<file path="config.mk">
export PLATFORM = sky130hd
export DESIGN_NAME = fifo_fm0_tx
export DESIGN_NICKNAME = d
export VERILOG_FILES = /design/src/rtl/fifo_tx_pkg.sv /design/src/rtl/fm0_bit_encoder.sv /design/src/rtl/fifo_fm0_tx.sv
export SDC_FILE = /design/constraint.sdc
export NUM_CORES = 1
export LEC_CHECK = 0
export ABC_AREA = 1
export CAP_MARGIN = 20
export CORE_ASPECT_RATIO = 1.2
export CORE_MARGIN = 8
export CORE_UTILIZATION = 50
export CTS_CLUSTER_SIZE = 10
export DETAILED_ROUTE_END_ITERATION = 7
export MAX_ROUTING_LAYER = met4
export PLACE_DENSITY = 0.73
export SLEW_MARGIN = 10
export SYNTH_ARGS = -nofsm -noshare
export SYNTH_HDL_FRONTEND = slang
export SYNTH_SLANG_ARGS = --single-unit
</file>
<file path="constraint.sdc">
create_clock -name r_clk -period 1.7 [get_ports r_clk]
set_input_delay 0.255 -clock r_clk [delete_from_list [all_inputs] [get_ports r_clk]]
set_output_delay 0.255 -clock r_clk [all_outputs]
set_load 0.05 [all_outputs]
</file>
<file path="src/rtl/fifo_tx_pkg.sv">
// Shared types and constants for the FIFO-fed FM0 backscatter transmitter.
package fifo_tx_pkg;

  localparam int unsigned HalfBitCycDefault = 4;
  localparam int unsigned DataWDefault      = 8;

  // FM0 symbol constants: idle line level, the data value that toggles mid-bit,
  // and the trailing dummy bit value.
  localparam logic Fm0LineIdle  = 1'b0;
  localparam logic Fm0MidToggle = 1'b0;
  localparam logic Fm0DummyBit  = 1'b1;

  typedef enum logic [2:0] {
    StIdle,
    StFetch,
    StLoad,
    StSend,
    StEof,
    StDone
  } tx_state_e;

endpackage

</file>
<file path="src/rtl/fm0_bit_encoder.sv">
// FM0 line encoder: owns the half-bit timer and the line level for one bit at a time.
module fm0_bit_encoder
  import fifo_tx_pkg::*;
#(
  parameter int unsigned HALF_BIT_CYC = HalfBitCycDefault
) (
  input  logic r_clk,
  input  logic reset,
  input  logic clear_i,
  input  logic bit_i,
  input  logic bit_start_i,
  output logic tx_out_o,
  output logic bit_end_o
);

  localparam int unsigned CntW = $clog2(HALF_BIT_CYC);
  localparam logic [CntW-1:0] CntLast = CntW'(HALF_BIT_CYC - 1);

  logic [CntW-1:0] cnt_q, cnt_d;
  logic            half_q, half_d;
  logic            bit_q, bit_d;
  logic            level_q, level_d;
  logic            run_q, run_d;

  always_ff @(posedge r_clk) begin
    if (reset) begin
      cnt_q   <= '0;
      half_q  <= 1'b0;
      bit_q   <= 1'b0;
      level_q <= Fm0LineIdle;
      run_q   <= 1'b0;
    end else begin
      cnt_q   <= cnt_d;
      half_q  <= half_d;
      bit_q   <= bit_d;
      level_q <= level_d;
      run_q   <= run_d;
    end
  end

  always_comb begin
    cnt_d   = cnt_q;
    half_d  = half_q;
    bit_d   = bit_q;
    level_d = level_q;
    run_d   = run_q;
    if (clear_i) begin
      cnt_d   = '0;
      half_d  = 1'b0;
      bit_d   = 1'b0;
      level_d = Fm0LineIdle;
      run_d   = 1'b0;
    end else if (bit_start_i) begin
      // Every FM0 bit begins with a transition.
      level_d = ~level_q;
      cnt_d   = '0;
      half_d  = 1'b0;
      bit_d   = bit_i;
      run_d   = 1'b1;
    end else if (run_q) begin
      if (cnt_q == CntLast) begin
        cnt_d  = '0;
        half_d = 1'b1;
        if (!half_q && (bit_q == Fm0MidToggle)) begin
          level_d = ~level_q;
        end
      end else begin
        cnt_d = cnt_q + 1'b1;
      end
    end
  end

  assign tx_out_o  = level_q;
  assign bit_end_o = run_q && half_q && (cnt_q == CntLast);

endmodule

</file>
<file path="src/rtl/fifo_fm0_tx.sv">
// Frame transmitter: pops FIFO words, shifts them out MSB first through the FM0
// encoder with a one-word prefetch, and closes each frame with a dummy data-1 bit.
module fifo_fm0_tx
  import fifo_tx_pkg::*;
#(
  parameter int unsigned HALF_BIT_CYC = HalfBitCycDefault,
  parameter int unsigned DATA_W       = DataWDefault
) (
  input  logic              r_clk,
  input  logic              reset,
  input  logic              en,
  input  logic              start,
  input  logic              fifo_empty,
  input  logic [DATA_W-1:0] fifo_data,
  output logic              fifo_read,
  output logic              tx_out,
  output logic              tx_active,
  output logic              done
);

  localparam int unsigned BitCntW = $clog2(DATA_W);
  localparam logic [BitCntW-1:0] LastBit     = BitCntW'(DATA_W - 1);
  localparam logic [BitCntW-1:0] PrefetchBit = BitCntW'(DATA_W - 2);

  tx_state_e          state_q, state_d;
  logic [BitCntW-1:0] bit_cnt_q, bit_cnt_d;
  logic [DATA_W-1:0]  shift_q, shift_d;
  logic [DATA_W-1:0]  next_q, next_d;
  logic               have_next_q, have_next_d;
  logic               cap_q, cap_d;
  logic               read_q, read_d;

  logic enc_start, enc_bit, enc_clear, enc_tx_out, bit_end;

  fm0_bit_encoder #(
    .HALF_BIT_CYC(HALF_BIT_CYC)
  ) u_enc (
    .r_clk      (r_clk),
    .reset      (reset),
    .clear_i    (enc_clear),
    .bit_i      (enc_bit),
    .bit_start_i(enc_start),
    .tx_out_o   (enc_tx_out),
    .bit_end_o  (bit_end)
  );

  always_ff @(posedge r_clk) begin
    if (reset) begin
      state_q     <= StIdle;
      bit_cnt_q   <= '0;
      shift_q     <= '0;
      next_q      <= '0;
      have_next_q <= 1'b0;
      cap_q       <= 1'b0;
      read_q      <= 1'b0;
    end else begin
      state_q     <= state_d;
      bit_cnt_q   <= bit_cnt_d;
      shift_q     <= shift_d;
      next_q      <= next_d;
      have_next_q <= have_next_d;
      cap_q       <= cap_d;
      read_q      <= read_d;
    end
  end

  always_comb begin
    state_d = state_q;
    unique case (state_q)
      StIdle:  if (start) state_d = fifo_empty ? StDone : StFetch;
      StFetch: state_d = StLoad;
      StLoad:  state_d = StSend;
      StSend:  if (bit_end && (bit_cnt_q == LastBit) && !have_next_q) state_d = StEof;
      StEof:   if (bit_end) state_d = StDone;
      StDone:  state_d = StIdle;
      default: state_d = StIdle;
    endcase
    if (!en) state_d = StIdle;
  end

  // Datapath, prefetch and encoder control.
  always_comb begin
    bit_cnt_d   = bit_cnt_q;
    shift_d     = shift_q;
    next_d      = next_q;
    have_next_d = have_next_q;
    cap_d       = read_q;
    read_d      = 1'b0;
    enc_start   = 1'b0;
    enc_bit     = shift_q[DATA_W-1];
    unique case (state_q)
      StIdle: begin
        read_d      = start && !fifo_empty;
        bit_cnt_d   = '0;
        have_next_d = 1'b0;
      end
      StLoad: begin
        enc_start = 1'b1;
        enc_bit   = fifo_data[DATA_W-1];
        shift_d   = fifo_data;
        bit_cnt_d = '0;
      end
      StSend: begin
        if (cap_q) begin
          next_d      = fifo_data;
          have_next_d = 1'b1;
        end
        if (bit_end) begin
          enc_start = 1'b1;
          if (bit_cnt_q == LastBit) begin
            if (have_next_q) begin
              shift_d     = next_q;
              enc_bit     = next_q[DATA_W-1];
              bit_cnt_d   = '0;
              have_next_d = 1'b0;
            end else begin
              enc_bit = Fm0DummyBit;
            end
          end else begin
            shift_d   = shift_q << 1;
            enc_bit   = shift_q[DATA_W-2];
            bit_cnt_d = bit_cnt_q + 1'b1;
            // Registered read lands in the first cycle of the word's last bit.
            read_d    = (bit_cnt_q == PrefetchBit) && !fifo_empty;
          end
        end
      end
      default: ;
    endcase
    if (!en) begin
      read_d      = 1'b0;
      cap_d       = 1'b0;
      have_next_d = 1'b0;
      enc_start   = 1'b0;
    end
    enc_clear = (state_d == StIdle) || (state_d == StDone);
  end

  always_comb begin
    fifo_read = read_q;
    tx_out    = enc_tx_out;
    tx_active = (state_q == StFetch) || (state_q == StLoad) ||
                (state_q == StSend) || (state_q == StEof);
    done      = (state_q == StDone);
  end

endmodule

</file>
==> summary.md <==
| Metric | Value |
|---|---|
| Status | `finished, final reports clean` |
| Cell variety after synth | `29` |
| Fmax | `between 600 and 700 MHz` |
| First-pass DRT Iterations | `4` |
| FF-to-FF path depth | `12` |
| # clock sinks | `31` |
| R2R Path End | `u_enc.bit_q$_SDFFE_PP0P_` |
| Vias in the first global route | `~1400` |
| Root buf cell | `clkbuf_4` |
| Share of layout cells above drive strength 1 | `between 20% and 30%` |
| Core Rows | `22` |
| Yosys top cell area share | `between 30% and 40%` |
| Min Tclk post-route | `between 1.5 and 2 ns` |
| Total of max-cap violations | `0` |
| Critical path class | `flop to output port` |
| Die Wd | `about 67 um` |
| Die Area | `5160 um^2` |
| Reg power frac | `between 50 and 60%` |
| Io pins | `17` |
| R2r startpoint | `bit_cnt_q[1]$_SDFFE_PP0P_` |
| Number of antenna cells inserted | `0` |
| Slew headroom | `about 74%` |
| Place WS | `approximately 0.015 ns` |
| Vias/cell | `5.30` |
| Critical Path Start Type | `flop` |
| Critical path arrival | `roughly 1.4 ns` |
| Crit path capture type | `output port` |
| Antenna violations before repair | `0` |
| Final setup fails | `0` |
| Largest net degree at the start of global routing | `17` |
| Ranking of synthesized cells by area | `dfxtp_1 40%, nand2_1 14%, nand3_1 5.5%` |
| Hold Slack | `around 0.43 ns` |
| Critical Path Source | `state_q[1]$_SDFF_PP0_` |
| Post-synth top cells | `56 x nand2_1, 31 x dfxtp_1, 19 x inv_1` |
| Layout net count | `264` |
| Clock Skews | `between 0.007 and 0.008 ns` |
| Worst path cell trace | `inv_2 > nor2_4 > nand2_4 > nand4_1 > buf_12` |
| Vias post-DR | `roughly 1500` |
| PD cells | `673 nW/um^2` |
| Largest delay share family, worst path | `simple AND/OR/NAND/NOR gates` |
| Syn_area_per_cell | `~7.1 um^2` |
| Clock network power share | `between 30% and 40%` |
| Int Power | `971 uW` |
| Critical path capture point | `tx_active` |
| CTS tree | `built` |
| Worst Path Buf+Inv | `2` |
| Hold crit path type | `flop to flop` |
| Total CTS buffers | `5` |
| Hold path startpoint | `fifo_read$_SDFF_PP0_` |
| Hpwl dp | `around 2.6 mm` |
| Grt total ovfl | `0` |
| CP max stage delay | `a little under 0.4 ns` |
| Max-slew violation count | `0` |
| Slew @ Worst Pin | `just under 0.4 ns` |
| Initial Util | `between 50 and 60%` |
| Drc violations | `0` |
| Die height | `77.1 um` |
| CTS HTree Levels | `2` |
| Syn Inst Count | `219` |
| Synth Net Count | `approximately 240` |
| Slowest stage cell, crit path | `dfxtp_2` |
| Final hold vios | `0` |
| Leakage | `around 0.85 nW` |
| Most frequent cell after synthesis | `nand2_1` |
| Instance count on the critical path | `5` |
| DR iter-0 viols | `between 100 and 150` |
| #FFs+latches synth | `31` |
| GRT Overall Usage | `about 15%` |
| Skew-Pair Late Insertion Delay | `~0.33 ns` |
| Synth Cell Area | `~1600 um^2` |
| Post-detailed-route wirelength per cell | `12.5 um` |
| Setup slack after layout | `a little over 0.08 ns` |
| Core ar. | `about 3000 um^2` |
| Seq/Total Area, Yosys | `39.9%` |
| GPL Wtd Cong | `a little under 0.9` |
| Port bufs | `16` |
| Yosys warning total | `0` |
| NetSw | `between 300 and 400 uW` |
| Total wire length | `approximately 3.6 mm` |
| Synth area leader | `dfxtp_1` |
| Sw frac | `a little over a quarter` |
| Final period util | `approximately 95%` |
| Number of synthesized flops with an enable pin | `0` |
| Top FF cell, synth | `dfxtp_1` |
| First-pass GRT wire length | `~6 mm` |
| Worst reg-to-reg setup slack | `0.11 ns` |
| WP data required | `1.44 ns` |
| CP Max Fanout | `8` |
| Syn-to-layout area delta | `25.5%` |
| Async set-reset flop share out of synthesis | `0%` |
| Max IR drop VDD | `around 0.00057 V` |
| Antenna-violating nets left | `0` |
| Hold_buf cts | `0` |
| Worst-path clk slew | `around 0.090 ns` |
| Logic pwr share | `around an eighth` |
| Clk buf depth | `2` |
-- worst min path at each step --
stage,end,slack [ns],cells past startpoint
global route,cap_q$_SDFF_PP0_,0.44,2
finish,cap_q$_SDFF_PP0_,0.43,2
floorplan,fifo_read$_SDFF_PP0_,0.33,1
detailed placement,cap_q$_SDFF_PP0_,0.42,2
global placement,cap_q$_SDFF_PP0_,0.41,2
CTS,cap_q$_SDFF_PP0_,0.43,2
-- power groups by stage --
stage                     Sequential (mW)  Combinational [mW]  Clock [mW]
after floorplan                     0.765              0.0847           0
after global placement              0.763               0.156           0
after detailed placement            0.764               0.156           0
final                               0.748               0.163       0.402
after global routing                0.750               0.180       0.449
after CTS                           0.747               0.159       0.417
-- worst min-delay path: stages (launching register included) --
cell and delay (ns):
dfxtp_1 0.32, inv_1 0.04, nor2_1 0.03
-- cell families (layout without fill, tap and decap cells) --
kind of cell | after synthesis | count (layout) | synth area share [%]
AOI/OAI and AO/OA | 48 | 48 | 17.5
muxes | 1 | 1 | 0.644
adders and majority gates | 4 | 4 | 3.22
DFF | 31 | 31 | 39.9
xor gates and xnor gates | 1 | 1 | 0.564
buffers and inverters | 31 | 60 | 8.37
and+or+nand+nor | 103 | 103 | 29.8
-- through the flow --
step | util [%] | instances | area, um^2 | total power [mW] | setup TNS, ns
floorplan | - | 219 | 1560 | 0.850 | 0
global placement | 60.3 | 275 | 1830 | 0.919 | 0
detailed placement | 60.3 | 275 | 1830 | 0.919 | 0
CTS | 62.4 | 283 | 1890 | 1.32 | 0
global route | 64.4 | 284 | 1950 | 1.38 | -0.00387
finish | 64.4 | 284 | 1950 | 1.31 | 0
-- repair_timing --
action,in CTS,in global routing
resized for setup,4,16
setup buffers,0,2
pin swaps,0,9
setup endpoints to repair,3,17
-- registers in the layout, indices dropped and copies added (netlist names) --
register / count
u_enc.half_q: 1
cap_q: 1
next_q: 8
have_next_q: 1
u_enc.run_q: 1
u_enc.bit_q: 1
fifo_read: 1
u_enc.tx_out_o: 1
state_q: 3
bit_cnt_q: 3
shift_q: 8
u_enc.cnt_q: 2
-- layout make-up --
| cell class | count | area [um^2] |
|---|---|---|
| inverter | 23 | 88.8 |
| clock buffer | 7 | 45.0 |
| sequential | 31 | 628 |
| timing repair buffer | 29 | 273 |
| multi-input combinational | 157 | 866 |
| fill | 278 | 1080 |
| tap | 36 | 45.0 |
| clock inverter | 1 | 5.00 |
-- routing by layer --
metal	global-route usage, %	routed length (um)
met1	17.5	1590
met2	22.1	1700
met3	4.94	199
met4	7.97	65
met5	-	0
-- layout by cell type (no fill, tap or decap), drive strengths merged, types with 2 or more instances in the layout --
cell type      instances
nand2                 59
dfxtp                 31
inv                   23
o21ai                 19
nand3                 19
buf                   17
nor2                  17
a21oi                 15
clkdlybuf4s50         12
a31oi                  8
clkbuf                 7
nand4                  5
ha                     4
a211oi                 3
nor3                   2
Power figures use the tool's default switching activity.
